--- config.mk ---
export PLATFORM = sky130hd
export DESIGN_NAME = arbitro_rr
export DESIGN_NICKNAME = d
export VERILOG_FILES = /design/src/rtl/arbitro_rr_pkg.sv /design/src/rtl/arbitro_rr_grant.sv /design/src/rtl/arbitro_rr.sv
export SDC_FILE = /design/constraint.sdc
export NUM_CORES = 1
export LEC_CHECK = 0
export ABC_AREA = 0
export CORE_UTILIZATION = 44
export CTS_CLUSTER_DIAMETER = 40
export CTS_CLUSTER_SIZE = 8
export DETAILED_ROUTE_END_ITERATION = 16
export PLACE_DENSITY = 0.82
export SLEW_MARGIN = 20
export SYNTH_ARGS = -nofsm -noshare
export SYNTH_HDL_FRONTEND = slang
export SYNTH_HIERARCHICAL = 1
export SYNTH_SLANG_ARGS = --single-unit
--- constraint.sdc ---
create_clock -name clk -period 4.2 [get_ports clk]
set_input_delay 0.84 -clock clk [delete_from_list [all_inputs] [get_ports clk]]
set_output_delay 0.84 -clock clk [all_outputs]
set_load 0.01 [all_outputs]
--- src/rtl/arbitro_rr_pkg.sv ---
// Shared definitions for the arbitro_rr word arbiter.
//   estado_e      : encodings driven on the estado port
//   BurstCntW     : width of the round-robin burst counter (BURST up to 15)
//   dest_width()  : width of the destination field for an N-way arbiter
// Optional feature macro: ARBITRO_CNT_EN (see arbitro_rr.sv).
package arbitro_rr_pkg;

  typedef enum logic [1:0] {
    StInit   = 2'b00,
    StIdle   = 2'b01,
    StActive = 2'b10,
    StStall  = 2'b11
  } estado_e;

  localparam int unsigned BurstCntW = 4;

  // Destination field width; at least one bit so ports never collapse.
  function automatic int unsigned dest_width(input int unsigned n);
    return (n <= 2) ? 1 : $clog2(n);
  endfunction

endpackage

--- src/rtl/arbitro_rr_grant.sv ---
// Rotating first-one picker.
//   i_elig  : N-bit eligible vector
//   i_ptr   : search start index (tie to 0 for fixed priority)
//   o_grant : one-hot of first eligible bit at or after i_ptr, zero if none
//   o_valid : some bit granted
//   o_idx   : binary index of the granted bit
module arbitro_rr_grant
  import arbitro_rr_pkg::*;
#(
  parameter int unsigned N = 4
) (
  input  logic [N-1:0]             i_elig,
  input  logic [dest_width(N)-1:0] i_ptr,
  output logic [N-1:0]             o_grant,
  output logic                     o_valid,
  output logic [dest_width(N)-1:0] o_idx
);

  localparam int unsigned PW = dest_width(N);

  always_comb begin
    o_grant = '0;
    o_valid = 1'b0;
    o_idx   = '0;
    // N is a power of two, so the index wraps by plain truncation.
    for (int unsigned k = 0; k < N; k++) begin
      if (!o_valid && i_elig[i_ptr + PW'(k)]) begin
        o_valid                 = 1'b1;
        o_idx                   = i_ptr + PW'(k);
        o_grant[i_ptr + PW'(k)] = 1'b1;
      end
    end
  end

endmodule

--- src/rtl/arbitro_rr.sv ---
// N-input / N-output word arbiter between an input FIFO bank and an output FIFO bank.
// Each cycle one non-empty input whose head word's destination is not almost-full is
// popped (combinationally) and its word pushed to the destination on the next edge.
// Ports:
//   clk         : clock, rising edge
//   reset       : asynchronous, active-low
//   fifo_out    : show-ahead head words, input i at [i*W +: W]
//   empty       : input FIFO empty flags
//   almost_full : output FIFO almost-full flags
//   pop         : one-hot/zero pop of granted input (combinational)
//   push        : one-hot/zero push into destination FIFO (registered)
//   data_out    : registered word accompanying push
//   estado      : registered state 00 INIT, 01 IDLE, 10 ACTIVE, 11 STALL
//   cnt_out     : (only with ARBITRO_CNT_EN) per-destination saturating push counters
// Optional feature macro: ARBITRO_CNT_EN.
module arbitro_rr
  import arbitro_rr_pkg::*;
#(
  parameter int unsigned N     = 4,
  parameter int unsigned W     = 12,
  parameter int unsigned MODE  = 1,
  parameter int unsigned BURST = 2
) (
  input  logic           clk,
  input  logic           reset,
  input  logic [N*W-1:0] fifo_out,
  input  logic [N-1:0]   empty,
  input  logic [N-1:0]   almost_full,
  output logic [N-1:0]   pop,
  output logic [N-1:0]   push,
  output logic [W-1:0]   data_out,
`ifdef ARBITRO_CNT_EN
  output logic [N*8-1:0] cnt_out,
`endif
  output logic [1:0]     estado
);

  localparam int unsigned DW = dest_width(N);

  estado_e              r_estado, w_estado_d;
  logic [DW-1:0]        r_ptr, w_ptr_d, w_ptr;
  logic [BurstCntW-1:0] r_cnt, w_cnt_d;
  logic [N-1:0]         r_push, w_push_d;
  logic [W-1:0]         r_data, w_data_d;

  logic [DW-1:0] w_dest [N];
  logic [N-1:0]  w_elig;
  logic [N-1:0]  w_gnt;
  logic          w_gv;
  logic [DW-1:0] w_gidx;
  logic          w_fire;
  logic [W-1:0]  w_head;
  logic [DW-1:0] w_hdest;

  // Destination of each head word and eligibility.
  always_comb begin
    for (int i = 0; i < N; i++) begin
      w_dest[i] = fifo_out[i*W + W - 1 -: DW];
      w_elig[i] = !empty[i] && !almost_full[w_dest[i]];
    end
  end

  assign w_ptr = (MODE == 0) ? '0 : r_ptr;

  arbitro_rr_grant #(
    .N (N)
  ) u_grant (
    .i_elig  (w_elig),
    .i_ptr   (w_ptr),
    .o_grant (w_gnt),
    .o_valid (w_gv),
    .o_idx   (w_gidx)
  );

  // No grants in INIT; during reset r_estado is INIT, which also forces pop low.
  assign w_fire = (r_estado != StInit) && w_gv;
  assign pop    = w_fire ? w_gnt : '0;

  // One-hot mux of the granted head word and its destination.
  always_comb begin
    w_head  = '0;
    w_hdest = '0;
    for (int i = 0; i < N; i++) begin
      if (w_gnt[i]) begin
        w_head  = fifo_out[i*W +: W];
        w_hdest = w_dest[i];
      end
    end
  end

  // State and output-register next values.
  always_comb begin
    w_estado_d = r_estado;
    w_push_d   = '0;
    w_data_d   = r_data;
    if (r_estado == StInit) begin
      w_estado_d = StIdle;
    end else if (w_fire) begin
      w_estado_d = StActive;
    end else if (~&empty) begin
      w_estado_d = StStall;
    end else begin
      w_estado_d = StIdle;
    end
    if (w_fire) begin
      w_push_d[w_hdest] = 1'b1;
      w_data_d          = w_head;
    end
  end

  // Burst bookkeeping: stay on the granted input until its quantum is used, then move past it.
  // A grant away from the pointer (pointer input went ineligible) always restarts the burst.
  always_comb begin
    w_ptr_d = r_ptr;
    w_cnt_d = r_cnt;
    if (w_fire) begin
      if ((w_gidx == r_ptr) && (r_cnt < BurstCntW'(BURST - 1))) begin
        w_cnt_d = r_cnt + BurstCntW'(1);
      end else begin
        w_ptr_d = w_gidx + DW'(1);
        w_cnt_d = '0;
      end
    end
  end

  always_ff @(posedge clk or negedge reset) begin
    if (!reset) begin
      r_estado <= StInit;
      r_ptr    <= '0;
      r_cnt    <= '0;
      r_push   <= '0;
      r_data   <= '0;
    end else begin
      r_estado <= w_estado_d;
      r_ptr    <= w_ptr_d;
      r_cnt    <= w_cnt_d;
      r_push   <= w_push_d;
      r_data   <= w_data_d;
    end
  end

  assign push     = r_push;
  assign data_out = r_data;
  assign estado   = r_estado;

`ifdef ARBITRO_CNT_EN
  logic [7:0] r_pcnt [N];

  // Counted on the edge that issues the push, so cnt_out lines up with push.
  always_ff @(posedge clk or negedge reset) begin
    if (!reset) begin
      for (int i = 0; i < N; i++) r_pcnt[i] <= '0;
    end else begin
      for (int i = 0; i < N; i++) begin
        if (w_push_d[i] && (r_pcnt[i] != 8'hFF)) r_pcnt[i] <= r_pcnt[i] + 8'd1;
      end
    end
  end

  always_comb begin
    cnt_out = '0;
    for (int i = 0; i < N; i++) cnt_out[i*8 +: 8] = r_pcnt[i];
  end
`endif

endmodule

Word-level counts from Yosys, hierarchy flattened --
Index checks and enable logic that the tools add are counted.
Storage, ports and cells: flip-flop bits (word level) 24, bits of input ports 58, output and inout bits 22, word-level logic and storage cells 111
Cells by class: add/subtract/negate cells 5, $lt $le $gt $ge 15, eq/ne operators 1, muxes and demuxes 52, bitwise gates (word level) 4, reductions and logical operators 29
Operators by type and width (count):
- 12-bit two-way mux | 4
- 4-bit two-way mux | 7
- 2-bit by 3-bit less-than comparator with 1-bit output, second input constant | 9
- 2-bit two-way mux | 11
- 1-bit two-way mux | 17
- 1-bit binary-select mux with 2-bit select | 8
- 1-bit logical AND | 14
- 4-bit bitwise OR | 3
- 1-bit zero test | 11
- 1-bit demux with 2-bit select | 5
- 2-bit by 1-bit >= comparator with 1-bit output, second input constant | 5
- 2-bit by 1-bit adder with 2-bit output, second input constant | 2
- 2-bit adder, second input constant | 2
- 4-bit by 1-bit adder with 4-bit output, second input constant | 1
- 4-bit by 1-bit less-than comparator with 1-bit output, second input constant | 1
- 4-bit AND reduction | 1
- 2-bit equality test | 1
- 2-bit zero test | 1
- 2-bit AND reduction | 1
- 2-bit nonzero test | 1
- 1-bit inverter | 1

Longest topological paths before layout --
Gate-level depths: netlist of run 1.
depth after elaboration 25, mapped depth 13, depth with buffers taken out 9

Hierarchy --
The synthesis of run 1 kept the hierarchy.
Modules (own cells, without submodules):
- arbitro_rr | instances 1, cells an instance 168, area an instance 1539.0 sq um, seq. area each 600.6 sq um
- arbitro_rr_grant | instances 1, cells an instance 45, area an instance 419.2 sq um, seq. area each 0.0 sq um

Worst setup path before layout of run 1 --
Ideal clock, no wire load.
kind input -> output, start in fifo_out[34], end out pop[3], arrival 2.974 ns, required time 3.360 ns, path slack 0.386 ns, cell stages on the path 10, path buffers 3, cell sequence mux4_2 > nor2_1 > mux4_2 > buf_6 > nor4b_4 > a22oi_1 > o21ai_0 > buf_2 > clkbuf_1 > and2_1
Between the ends: elaborated cells on any way between the ends 31, classes of those cells 19 x mux; 3 x bitwise; 9 x reduce/logical
RTL lines:
- start, declared | RTL line arbitro_rr.sv:26 | input logic [N*W-1:0] fifo_out,
- 1-bit binary-select mux with 2-bit select * | RTL line arbitro_rr.sv:59 | w_elig[i] = !empty[i] && !almost_full[w_dest[i]];
- 1-bit two-way mux (not written as such) * | RTL line arbitro_rr.sv:59
- 1-bit zero test * | RTL line arbitro_rr.sv:59
- 1-bit logical AND * | RTL line arbitro_rr.sv:59
- via w_elig[2] | RTL line arbitro_rr.sv:47 | logic [N-1:0] w_elig;
- 1-bit binary-select mux with 2-bit select | RTL line arbitro_rr_grant.sv:27 | if (!o_valid && i_elig[i_ptr + PW'(k)]) begin
- 1-bit two-way mux (not written as such) | RTL line arbitro_rr_grant.sv:27
- 1-bit two-way mux | RTL line arbitro_rr_grant.sv:27
- (+3 left out)
- 1-bit zero test | RTL line arbitro_rr_grant.sv:27
- 1-bit logical AND | RTL line arbitro_rr_grant.sv:27
- 1-bit two-way mux | RTL line arbitro_rr_grant.sv:27
- 1-bit zero test | RTL line arbitro_rr_grant.sv:27
- 1-bit logical AND | RTL line arbitro_rr_grant.sv:27
- 4-bit two-way mux * | RTL line arbitro_rr_grant.sv:27
- via w_gnt[3] | RTL line arbitro_rr.sv:48 | logic [N-1:0] w_gnt;
- 4-bit two-way mux * | RTL line arbitro_rr.sv:77 | assign pop = w_fire ? w_gnt : '0;
- end, declared | RTL line arbitro_rr.sv:29 | output logic [N-1:0] pop,
Mark *: on every way through the listed nets, which the timed path passes. The rest lies on a longest branch. The select of a mux whose other input is x is not followed.

Final worst setup path of run 1 --
start in fifo_out[46], end out pop[2]
Between the ends: word-level cells in the longest chain between the ends 18, elaborated cells on any way between the ends 31, classes of those cells 19 x mux; 3 x bitwise; 9 x reduce/logical
RTL lines:
- 1-bit binary-select mux with 2-bit select * | RTL line arbitro_rr.sv:59
- 1-bit two-way mux (not written as such) * | RTL line arbitro_rr.sv:59
- 1-bit zero test * | RTL line arbitro_rr.sv:59
- 1-bit logical AND * | RTL line arbitro_rr.sv:59
- via w_elig[3] | RTL line arbitro_rr.sv:47
- 1-bit binary-select mux with 2-bit select | RTL line arbitro_rr_grant.sv:27
- 1-bit two-way mux (not written as such) | RTL line arbitro_rr_grant.sv:27
- 1-bit two-way mux | RTL line arbitro_rr_grant.sv:27
- (+4 left out)
- 1-bit logical AND | RTL line arbitro_rr_grant.sv:27
- 1-bit two-way mux | RTL line arbitro_rr_grant.sv:27
- 1-bit zero test | RTL line arbitro_rr_grant.sv:27
- 1-bit logical AND | RTL line arbitro_rr_grant.sv:27
- 1-bit two-way mux * | RTL line arbitro_rr_grant.sv:27
- via w_gv | RTL line arbitro_rr.sv:49 | logic w_gv;
- 1-bit logical AND * | RTL line arbitro_rr.sv:76 | assign w_fire = (r_estado != StInit) && w_gv;
- 4-bit two-way mux * | RTL line arbitro_rr.sv:77
Marked as above.

==> impl_summary.log, run 1 <==
[metrics] WS Path Type: primary input to output port
[metrics] fmax: 242 MHz
[metrics] kind of path behind the tightest hold check: flop to flop
[metrics] Worst Path Max Fanout: 7
[metrics] Congestion Overflow GR: 0
[metrics] dominant register cell in the synthesized netlist: dfrtp_1
[metrics] clock tree from TritonCTS: yes
[metrics] max-capacitance violation count: 0
[metrics] flip-flop and latch count after synthesis: 24
[metrics] area added between synthesis and finish: 52.1%
[metrics] DIE AREA: 4720 µm²
[metrics] largest net degree at the start of global routing: 27
[metrics] count of unique library cells instantiated by Yosys: 46
[metrics] Post-Synthesis Net Count: 278
[metrics] worst-case clock skew: 4.52 ps
[metrics] Pre-antenna DRT Iters: 4
[metrics] fraction of registers with async set or reset after synthesis: 100%
[metrics] maximum level of the CTS H-tree: 1
[metrics] average footprint of a synthesized cell: 9.19 µm²
[metrics] instance count of the mapped netlist: 213
[metrics] Die X: 68.7 µm
[metrics] CTS clock-pin slew for the worst setup and hold paths: 80 ps
[metrics] top area cells in the synthesized netlist: dfrtp_1, a21oi_1, mux4_2
[metrics] number of global-route vias before repair: 1,724
[metrics] Antenna Nets Post-Route: 0
[metrics] outcome: complete, no violations
[metrics] Final Hold Vio Count: 0
[metrics] mean number of vias per cell: 5.49
[metrics] average detailed-routed wire length per instance: 15.5 µm
[metrics] FP Rows: 23
[metrics] setup slack after placement: -290 ps
[metrics] post-route minimum period: 4140 ps
[metrics] final core utilization: 71.9%
[metrics] IO buf count: 79
[metrics] worst r2r path cells: 13
[metrics] number of buffers added to fix hold violations after cts: 0
[metrics] effective utilization at floorplan: 47.3%
[metrics] Core Region: 4140 µm²
[metrics] sequential share of the synthesized area: 30.7%
[metrics] Setup-failing EPs final: 0
[metrics] TritonCTS Buffers: 3
[metrics] number of nets at the end of the flow: 372
[metrics] number of enable flip-flop cells after synthesis: 0
[metrics] P_leak: 1.25 nW
[metrics] Worst Hold Depth: 2
[metrics] Commonest cells post-synth: a21oi_1, dfrtp_1, inv_1
[metrics] via count: 1,956
[metrics] proportion of layout cells with a drive suffix above 1: 18.6%
[metrics] placed wire-length estimate: 4210 µm
[metrics] Total Routed Length: 5520 µm
[metrics] Die Y: 68.7 µm
[metrics] power per cell area: 818 nW/µm²
[metrics] total global-route track usage: 23.9%
[metrics] share of the synthesized area in the top cell type: 30.7%
[metrics] global-route wire length before repair: 8360 µm
[metrics] clock tree root buffer cell: clkbuf_8
[metrics] startpoint type of the worst setup path: primary input
[metrics] largest area contributor in the netlist: dfrtp_1
[metrics] cell with the most instances after synthesis: a21oi_1
[metrics] cell area after technology mapping: 1960 µm²
[metrics] transition time of the tightest slew-check pin: 548 ps
[metrics] routability-driven placement congestion ratio: 0.907
[metrics] unrepaired setup endpoints after global routing: yes
[metrics] Diodes inserted: 0
[metrics] Slew Limit Headroom: 63.2%
[metrics] post-route fraction of the period consumed by the critical path: 98.5%
[metrics] Yosys warnings: 6
[metrics] Detailed Route Iter0 Violations: 133
[metrics] initial antenna violation count: 0
[metrics] endpoint required time on the critical path: 3360 ps
[metrics] number of top-level pins: 80
[metrics] maximum buffer depth of the clock tree: 2
[metrics] drc violations: 0
[metrics] clock sink total: 24
[metrics] number of pins with negative max-slew slack in the final report: 0
[metrics] clock insertion delay at the later pin of the skew report: 260 ps
[metrics] worst path arrival time: 3300 ps
[metrics] IR drop worst, VDD: 0.389 mV
[metrics] post-route worst setup slack: 64.4 ps
[metrics] endpoint kind of the worst setup timing path: output port
timing repair:
item	CTS	global route
buffers inserted	3	1
resized for setup	21	8
setup endpoints to repair	4	4
pin swaps	1	1
cloned	0	0
worst max-delay path, stage by stage:
cell and delay [ps]:
clkdlybuf4s50_1 440, mux4_2 380, nor2_4 50, mux4_2 540, nor3_1 300, nand2b_1 120, o21a_2 170, and2_1 160
dlygate4sd2_1 280
routing by layer:
layer / GRT usage [%] / up-vias / share of wire (%)
li1: - / 977 / -
met1: 34.0 / 924 / 45
met2: 39.0 / 51 / 50
met3: 2.30 / 4 / 3.4
met4: 5.61 / 0 / 0.83
met5: 0 / - / 0
registers in the layout, summed over array words and instances (netlist names):
name	flops
data_out	12
estado	2
push	4
r_cnt	4
r_ptr	2
kinds of logic (layout without fill, tap and decap cells):
family	Yosys count	in the layout	share of synthesized area, %
fa+ha+maj	7	7	4.47
mux	13	13	12.3
xor+xnor	2	2	0.895
compound gates	72	72	24.2
buf+inv	35	128	8.56
flops	24	24	30.7
simple gates	60	60	18.9
power breakdown:
group / switching [mW] / leakage (nW) / internal (mW)
clock network: 0.0705 / 0.0288 / 0.0835
registers: 0.0513 / 0.299 / 0.345
logic: 0.978 / 0.927 / 0.907
total: 1.10 / 1.25 / 1.33
stage by stage:
stage	area [µm²]	power (mW)	std cells	hold WS [ps]	setup TNS [ps]
floorplan	1960	1.63	213	475	0
global placement	2880	2.20	348	469	-827
detailed placement	2880	2.23	348	478	-1110
CTS	2970	2.41	355	497	0
global route	2980	2.63	356	558	-63.4
finish	2980	2.43	356	497	0
final cells by class:
cell class                 instances  area [µm²]
clock buffer                       4        55.1
fill                             314        1170
inverter                          19        71.3
multi-input combinational        154        1220
sequential                        24         601
tap                               50        62.6
timing repair buffer             105         966
cells in the final DEF, fill, tap and decap left out, types with 3 or more instances in the layout:
master and instances:
nand3b_1 12, clkbuf_8 4, dlygate4sd2_1 5, nand2_1 7, and2_1 5, a221o_1 10
mux4_2 8, o21ai_1 5, nor2_4 4, dfrtp_1 24, clkdlybuf4s50_1 70, a21oi_1 32
ha_1 7, inv_1 19, nor2_1 12, buf_4 26, o21ai_0 3, nor3b_1 3
nor2b_1 4, a22oi_1 7
worst paths after layout:
| kind | from | end | slack, ps |
|---|---|---|---|
| max in group asynchronous | reset | data_out[10] | 3300 |
| setup reg to reg | r_ptr[1] | r_ptr[0] | 1110 |
| hold / removal | data_out[11] | data_out[11] | 500 |
| hold reg to reg | data_out[11] | data_out[11] | 500 |
| setup / recovery | fifo_out[46] | pop[2] | 60 |
| min in group asynchronous | reset | r_cnt[2] | 540 |
No activity file was read; power rests on OpenSTA's default activity.
==> run 2: changes to the inputs <==
--- a/config.mk
+++ b/config.mk
@@ -6,11 +6,10 @@
 export NUM_CORES = 1
 export LEC_CHECK = 0
 export ABC_AREA = 0
-export CORE_UTILIZATION = 44
+export CORE_UTILIZATION = 29
 export CTS_CLUSTER_DIAMETER = 40
 export CTS_CLUSTER_SIZE = 8
 export DETAILED_ROUTE_END_ITERATION = 16
-export PLACE_DENSITY = 0.82
 export SLEW_MARGIN = 20
 export SYNTH_ARGS = -nofsm -noshare
 export SYNTH_HDL_FRONTEND = slang
==> impl_summary.log, run 2 (synthesized netlist as in run 1, its figures left out) <==
[metrics] Detailed Route Iter0 Violations: 126 (-5.3%)
[metrics] initial antenna violation count: 0 (unchanged)
[metrics] buffering stage count on the worst path with inverters included: 4 (+2)
[metrics] global-route wire length before repair: 9560 µm (+14%)
[metrics] CTS clock-pin slew for the worst setup and hold paths: 80 ps (about the same)
[metrics] mean number of vias per cell: 5.08 (-7.6%)
[metrics] number of global-route vias before repair: 1,923 (+12%)
[metrics] total global-route track usage: 16.9% (-7.0 points)
[metrics] endpoint required time on the critical path: 3360 ps (about the same)
[metrics] average detailed-routed wire length per instance: 15.3 µm (-1.3%)
[metrics] fraction of power consumed by sequential logic: 16.1% (-0.2 points)
[metrics] Congestion Overflow GR: 0 (unchanged)
[metrics] transition time of the tightest slew-check pin: 530 ps (-17.7 ps)
[metrics] effective utilization at floorplan: 30.5% (-17 points)
[metrics] clock tree root buffer cell: clkbuf_8
[metrics] worst path arrival time: 3170 ps (-130 ps)
[metrics] post-route minimum period: 4010 ps (-122 ps)
[metrics] commonest cells after routing, fill and taps aside: clkdlybuf4s50_1, a21oi_1, buf_4, dfrtp_1, inv_1
[metrics] number of buffers added to fix hold violations after cts: 0 (unchanged)
[metrics] switching power of the nets: 1.11 mW (+1.3%)
[metrics] FP Rows: 29 (+26%)
[metrics] Finished Cell Area: 3110 µm² (+4.5%)
[metrics] IR drop worst, VDD: 0.297 mV (-24%)
[metrics] setup slack after placement: -317 ps (-26.8 ps)
[metrics] max-capacitance violation count: 0 (unchanged)
[metrics] DIE AREA: 7080 µm² (+50%)
[metrics] fraction of power spent switching nets: 43.9% (-1.2 points)
[metrics] clock sink total: 24 (unchanged)
[metrics] Antenna Nets Post-Route: 0 (unchanged)
[metrics] kind of path behind the tightest hold check: flop to flop
[metrics] number of flip-flops under the largest register name: 12 (unchanged)
[metrics] Post-Route Setup TNS: 0 ps (unchanged)
[metrics] post-place instance area: 2930 µm² (+1.7%)
[metrics] met1 wire length: 2770 µm (+11%)
[metrics] number of pins with negative max-slew slack in the final report: 0 (unchanged)
[metrics] wire length on met2: 2950 µm (+6.0%)
[metrics] number of nets at the end of the flow: 378 (+1.6%)
[metrics] maximum buffer depth of the clock tree: 2 (unchanged)
[metrics] routability-driven placement congestion ratio: 0.795 (-12%)
[metrics] clock power share: 8.0% (+1.7 points)
[metrics] P_leak: 1.39 nW (+11%)
[metrics] placed wire-length estimate: 4520 µm (+7.5%)
[metrics] area added between synthesis and finish: 58.8%
[metrics] fmax: 249 MHz (+3.0%)
[metrics] Die Y: 84.2 µm (+23%)
[metrics] largest net degree at the start of global routing: 27 (unchanged)
[metrics] cells along the critical path: dlygate4sd2_1, mux4_2, nor2_4, mux4_2, nor4b_4, buf_4, buf_4, a22oi_1, o21ai_1, and2_4, clkdlybuf4s15_2
[metrics] worst-case clock skew: 9.25 ps (+4.72 ps)
[metrics] Worst path top cell family by delay: multiplexers
[metrics] Core Region: 6420 µm² (+55%)
[metrics] Slew Limit Headroom: 64.7% (+1.5 points)
[metrics] IO buf count: 79 (unchanged)
[metrics] Pre-antenna DRT Iters: 10 (+6)
[metrics] TritonCTS Buffers: 3 (unchanged)
[metrics] post-route worst setup slack: 186 ps (+122 ps)
[metrics] power per cell area: 815 nW/µm² (-0.30%)
[metrics] clock tree from TritonCTS: yes
[metrics] violated checks: DRC
[metrics] endpoint kind of the worst setup timing path: output port
[metrics] unrepaired setup endpoints after global routing: no
[metrics] total internal power: 1.42 mW (+6.5%)
[metrics] most common library cell in the layout ignoring fill and taps: clkdlybuf4s50_1
[metrics] outcome: finished with violations
[metrics] Setup-failing EPs final: 0 (unchanged)
[metrics] drc violations: 4 (+4)
[metrics] clock insertion delay at the later pin of the skew report: 270 ps (about the same)
[metrics] maximum level of the CTS H-tree: 1 (unchanged)
[metrics] Slowest cell on crit path: mux4_2
[metrics] Die X: 84.2 µm (+23%)
[metrics] Diodes inserted: 0 (unchanged)
[metrics] delay contributed by the slowest stage of the critical path: 510 ps (-30 ps)
[metrics] via count: 1,975 (+0.97%)
[metrics] Final Hold Vio Count: 0 (unchanged)
[metrics] WS Path Type: primary input to output port
[metrics] post-route fraction of the period consumed by the critical path: 95.6% (-2.9 points)
[metrics] highest metal layer with signal wires: met4
[metrics] startpoint type of the worst setup path: primary input
[metrics] proportion of layout cells with a drive suffix above 1: 20.2% (+1.6 points)
[metrics] Total Routed Length: 5950 µm (+7.9%)
[metrics] number of top-level pins: 80 (unchanged)
[metrics] share of power burned in combinational logic: 75.9% (-1.5 points)
[metrics] total length of routed met3 wires: 183 µm (-1.1%)
[metrics] Worst Path Max Fanout: 5 (-2)
[run 2: cell types whose count changed in the layout (fill, tap and decap cells not counted), sizes merged]
cell	change
bufinv	+1
clkdlybuf4s50	-8
clkdlybuf4s15	+1
dlygate4sd2	-2
buf	+6
clkbuf	-3
dlymetal6s2s	+11
[run 2: metrics by stage]
| stage | std cells | total power, mW | hold slack, ps | util [%] |
|---|---|---|---|---|
| final | 389 | 2.54 | 496 | 48.4 |
| after global routing | 389 | 2.76 | 522 | 48.4 |
| after floorplan | 213 | 1.63 | 475 | - |
| after CTS | 387 | 2.53 | 503 | 48.0 |
| after global placement | 377 | 2.26 | 477 | 45.7 |
| after detailed placement | 377 | 2.29 | 484 | 45.7 |
[run 2: area by class of cell]
| class | count | area, µm² |
|---|---|---|
| multi-input combinational | 154 | 1220 |
| fill | 606 | 3310 |
| tap | 77 | 96.3 |
| inverter | 19 | 71.3 |
| clock buffer | 3 | 41.3 |
| clock inverter | 1 | 30.0 |
| timing repair buffer | 111 | 1050 |
| sequential | 24 | 601 |
[run 2: worst paths after layout]
kind                               from            to  slack, ps  cells past startpoint
max                        fifo_out[22]        pop[1]        190                     11
min                        data_out[11]  data_out[11]        500                      2
max reg2reg                    r_ptr[0]      r_ptr[0]        900                     13
min reg2reg                data_out[11]  data_out[11]        500                      2
max in group asynchronous         reset       push[0]       3300                      1
min in group asynchronous         reset   data_out[5]        530                      1
[run 2: worst reg2reg max path: cells and delay by family (launching register included)]
kind,cells,cell delay (ps)
AND/OR/NAND/NOR,2,320
flip-flops,1,570
adder cells (fa/ha/maj),1,390
XOR/XNOR,1,150
multiplexers,2,730
buffers and inverters,5,560
AO/OA/AOI/OAI,2,470
[run 2: repair_timing]
| item | CTS | global route |
|---|---|---|
| buffers inserted | 6 | 2 |
| resized for setup | 20 | 15 |
| pin swaps | 3 | 3 |
| setup endpoints to repair | 4 | 4 |
[run 2: power by group through the flow]
stage / combinational [mW] / clock [mW] / sequential (mW)
4_1_cts: 1.92 / 0.206 / 0.409
2_1_floorplan: 1.19 / 0 / 0.446
5_1_grt: 2.12 / 0.215 / 0.424
3_5_place_dp: 1.87 / 0 / 0.413
6_report: 1.92 / 0.202 / 0.409
3_3_place_gp: 1.85 / 0 / 0.411
[run 2: routing by layer]
layer,vias up,global-route usage (%)
met5,-,0
met4,0,4.23
met3,4,1.38
met2,41,28.9
met1,947,23.2
li1,983,-
==> run 3: changes to the inputs <==
--- a/config.mk
+++ b/config.mk
@@ -6,11 +6,11 @@
 export NUM_CORES = 1
 export LEC_CHECK = 0
 export ABC_AREA = 0
-export CORE_UTILIZATION = 29
+export CORE_UTILIZATION = 40
 export CTS_CLUSTER_DIAMETER = 40
 export CTS_CLUSTER_SIZE = 8
 export DETAILED_ROUTE_END_ITERATION = 16
-export SLEW_MARGIN = 20
+export PLACE_DENSITY = 0.75
 export SYNTH_ARGS = -nofsm -noshare
 export SYNTH_HDL_FRONTEND = slang
 export SYNTH_HIERARCHICAL = 1
==> impl_summary.log, run 3 (synthesized netlist as in run 1, its figures left out) <==
[metrics] commonest cells after routing, fill and taps aside: clkdlybuf4s50_1, a21oi_1, dfrtp_1, buf_4, inv_1
[metrics] max-capacitance violation count: 0 (unchanged)
[metrics] Detailed Route Iter0 Violations: 110 (-13%)
[metrics] number of standard cells in the layout, taps in and fillers out: 371 (-4.6%)
[metrics] Congestion Overflow GR: 0 (unchanged)
[metrics] fmax: 248 MHz (-0.45%)
[metrics] largest net degree at the start of global routing: 27 (unchanged)
[metrics] Slowest cell on crit path: mux4_2
[metrics] Die X: 72.0 µm (-15%)
[metrics] Pre-antenna DRT Iters: 6 (-4)
[metrics] via count: 1,934 (-2.1%)
[metrics] end point of the critical path: pop[1]
[metrics] clock tree root buffer cell: clkbuf_8
[metrics] worst path arrival time: 3190 ps (+20 ps)
[metrics] Slew Limit Headroom: 33.3% (-31 points)
[metrics] Worst Hold Depth: 2 (unchanged)
[metrics] CTS clock-pin slew for the worst setup and hold paths: 80 ps (about the same)
[metrics] number of pins with negative max-slew slack in the final report: 0 (unchanged)
[metrics] most common library cell in the layout ignoring fill and taps: clkdlybuf4s50_1
[metrics] number of buffers added to fix hold violations after cts: 0 (unchanged)
[metrics] Worst Setup SP: fifo_out[23]
[metrics] WS Path Type: primary input to output port
[metrics] cells along the critical path: clkdlybuf4s50_1, mux4_2, nor2_4, mux4_2, nor4b_4, buf_4, a22oi_1, o21ai_1, and2_1, clkdlybuf4s15_2
[metrics] total global-route track usage: 20.5% (+3.6 points)
[metrics] initial antenna violation count: 0 (unchanged)
[metrics] global-route wire length before repair: 8470 µm (-11%)
[metrics] P_leak: 1.33 nW (-4.7%)
[metrics] placed wire-length estimate: 4000 µm (-12%)
[metrics] Worst Path Max Fanout: 6 (+1)
[metrics] Core Region: 4720 µm² (-26%)
[metrics] number of global-route vias before repair: 1,787 (-7.1%)
[metrics] clock sink total: 24 (unchanged)
[metrics] post-route fraction of the period consumed by the critical path: 96.0% (+0.44 points)
[metrics] power per cell area: 803 nW/µm² (-1.4%)
[metrics] IR drop worst, VDD: 0.351 mV (+18%)
[metrics] clock tree from TritonCTS: yes
[metrics] endpoint of the most critical register-to-register path: push[0]
[metrics] number of flip-flops under the largest register name: 12 (unchanged)
[metrics] kind of path behind the tightest hold check: flop to flop
[metrics] Reg2Reg Setup Slack: 870 ps (-30 ps)
[metrics] maximum level of the CTS H-tree: 1 (unchanged)
[metrics] Final Hold Vio Count: 0 (unchanged)
[metrics] Antenna Nets Post-Route: 0 (unchanged)
[metrics] maximum buffer depth of the clock tree: 2 (unchanged)
[metrics] area added between synthesis and finish: 53.7%
[metrics] FP Rows: 25 (-14%)
[metrics] number of nets at the end of the flow: 370 (-2.1%)
[metrics] drc violations: 0 (-4)
[metrics] transition time of the tightest slew-check pin: 997 ps (+467 ps)
[metrics] Post-Route Setup TNS: 0 ps (unchanged)
[metrics] worst r2r path cells: 12 (-1)
[metrics] delay contributed by the slowest stage of the critical path: 540 ps (+30 ps)
[metrics] Die Y: 72.0 µm (-15%)
[metrics] Diodes inserted: 0 (unchanged)
[metrics] startpoint type of the worst setup path: primary input
[metrics] worst-case hold slack: 491 ps (-5.38 ps)
[metrics] IO buf count: 79 (unchanged)
[metrics] post-route minimum period: 4030 ps (+18.3 ps)
[metrics] endpoint required time on the critical path: 3360 ps (about the same)
[metrics] Total Routed Length: 5300 µm (-11%)
[metrics] outcome: complete, no violations
[metrics] Setup-failing EPs final: 0 (unchanged)
[metrics] most repeated library cell on the critical path: mux4_2
[metrics] routability-driven placement congestion ratio: 0.937 (+18%)
[metrics] clock insertion delay at the later pin of the skew report: 260 ps (about the same)
[metrics] proportion of layout cells with a drive suffix above 1: 17.1% (-3.1 points)
[metrics] endpoint kind of the worst setup timing path: output port
[metrics] average detailed-routed wire length per instance: 14.3 µm (-6.8%)
[metrics] start of the worst register-to-register path: r_ptr[0]
[metrics] unrepaired setup endpoints after global routing: no
[metrics] TritonCTS Buffers: 3 (unchanged)
[metrics] number of top-level pins: 80 (unchanged)
[metrics] effective utilization at floorplan: 41.5% (+11 points)
[metrics] worst-case clock skew: 2.65 ps (-6.60 ps)
[metrics] Filler Cells Inserted: 386 (-36%)
[metrics] DIE AREA: 5180 µm² (-27%)
[metrics] Cells after DPL: 361 (-4.2%)
[metrics] mean number of vias per cell: 5.21 (+2.7%)
## run 3: per-layer routing
| layer | global-route usage (%) | share of wire, % | vias up |
|---|---|---|---|
| met5 | 0 | 0 | - |
| met4 | 5.88 | 1.4 | 0 |
| li1 | - | - | 968 |
| met3 | 0.556 | 3.2 | 6 |
| met1 | 31.4 | 47 | 898 |
| met2 | 32.0 | 48 | 62 |
## run 3: timing repair
item,4_1_cts,5_1_grt
pin swaps,1,1
gates resized for setup,18,12
buffers inserted,3,4
setup endpoints to repair,4,4
## run 3: metrics by stage
stage	power [mW]	instance area (µm²)	setup WS [ps]	utilization, %
finish	2.42	3010	168	63.7
global route	2.64	3010	36.1	63.7
CTS	2.39	2970	13.4	62.8
detailed placement	2.21	2880	-304	60.9
global placement	2.18	2880	-244	60.9
floorplan	1.63	1960	386	-
## run 3: final cells by class
cell class | instances | area [µm²] | area share, %
clock buffer | 4 | 55.1 | 1.83
timing repair buffer | 103 | 992 | 33.0
multi-input combinational | 154 | 1210 | 40.1
tap | 67 | 83.8 | 2.79
inverter | 19 | 71.3 | 2.37
sequential | 24 | 601 | 20.0
## run 3: how the worst min path moves through the flow
stage / slack [ps] / from / to
finish: 490 / data_out[10] / data_out[10]
global route: 540 / data_out[11] / data_out[11]
CTS: 490 / data_out[10] / data_out[10]
detailed placement: 480 / data_out[10] / data_out[10]
global placement: 470 / data_out[10] / data_out[10]
floorplan: 470 / r_cnt[3] / r_cnt[3]
## run 3: power by group
part	switching [mW]	internal [mW]	leakage (nW)
combinational	0.951	0.902	0.999
sequential	0.0664	0.344	0.299
clock	0.0703	0.0836	0.0288
## run 3: critical path: cells and delay by family
family / cells / cell delay (ps)
compound gates: 2 / 170
buf+inv: 3 / 890
mux: 2 / 760
simple gates: 3 / 530
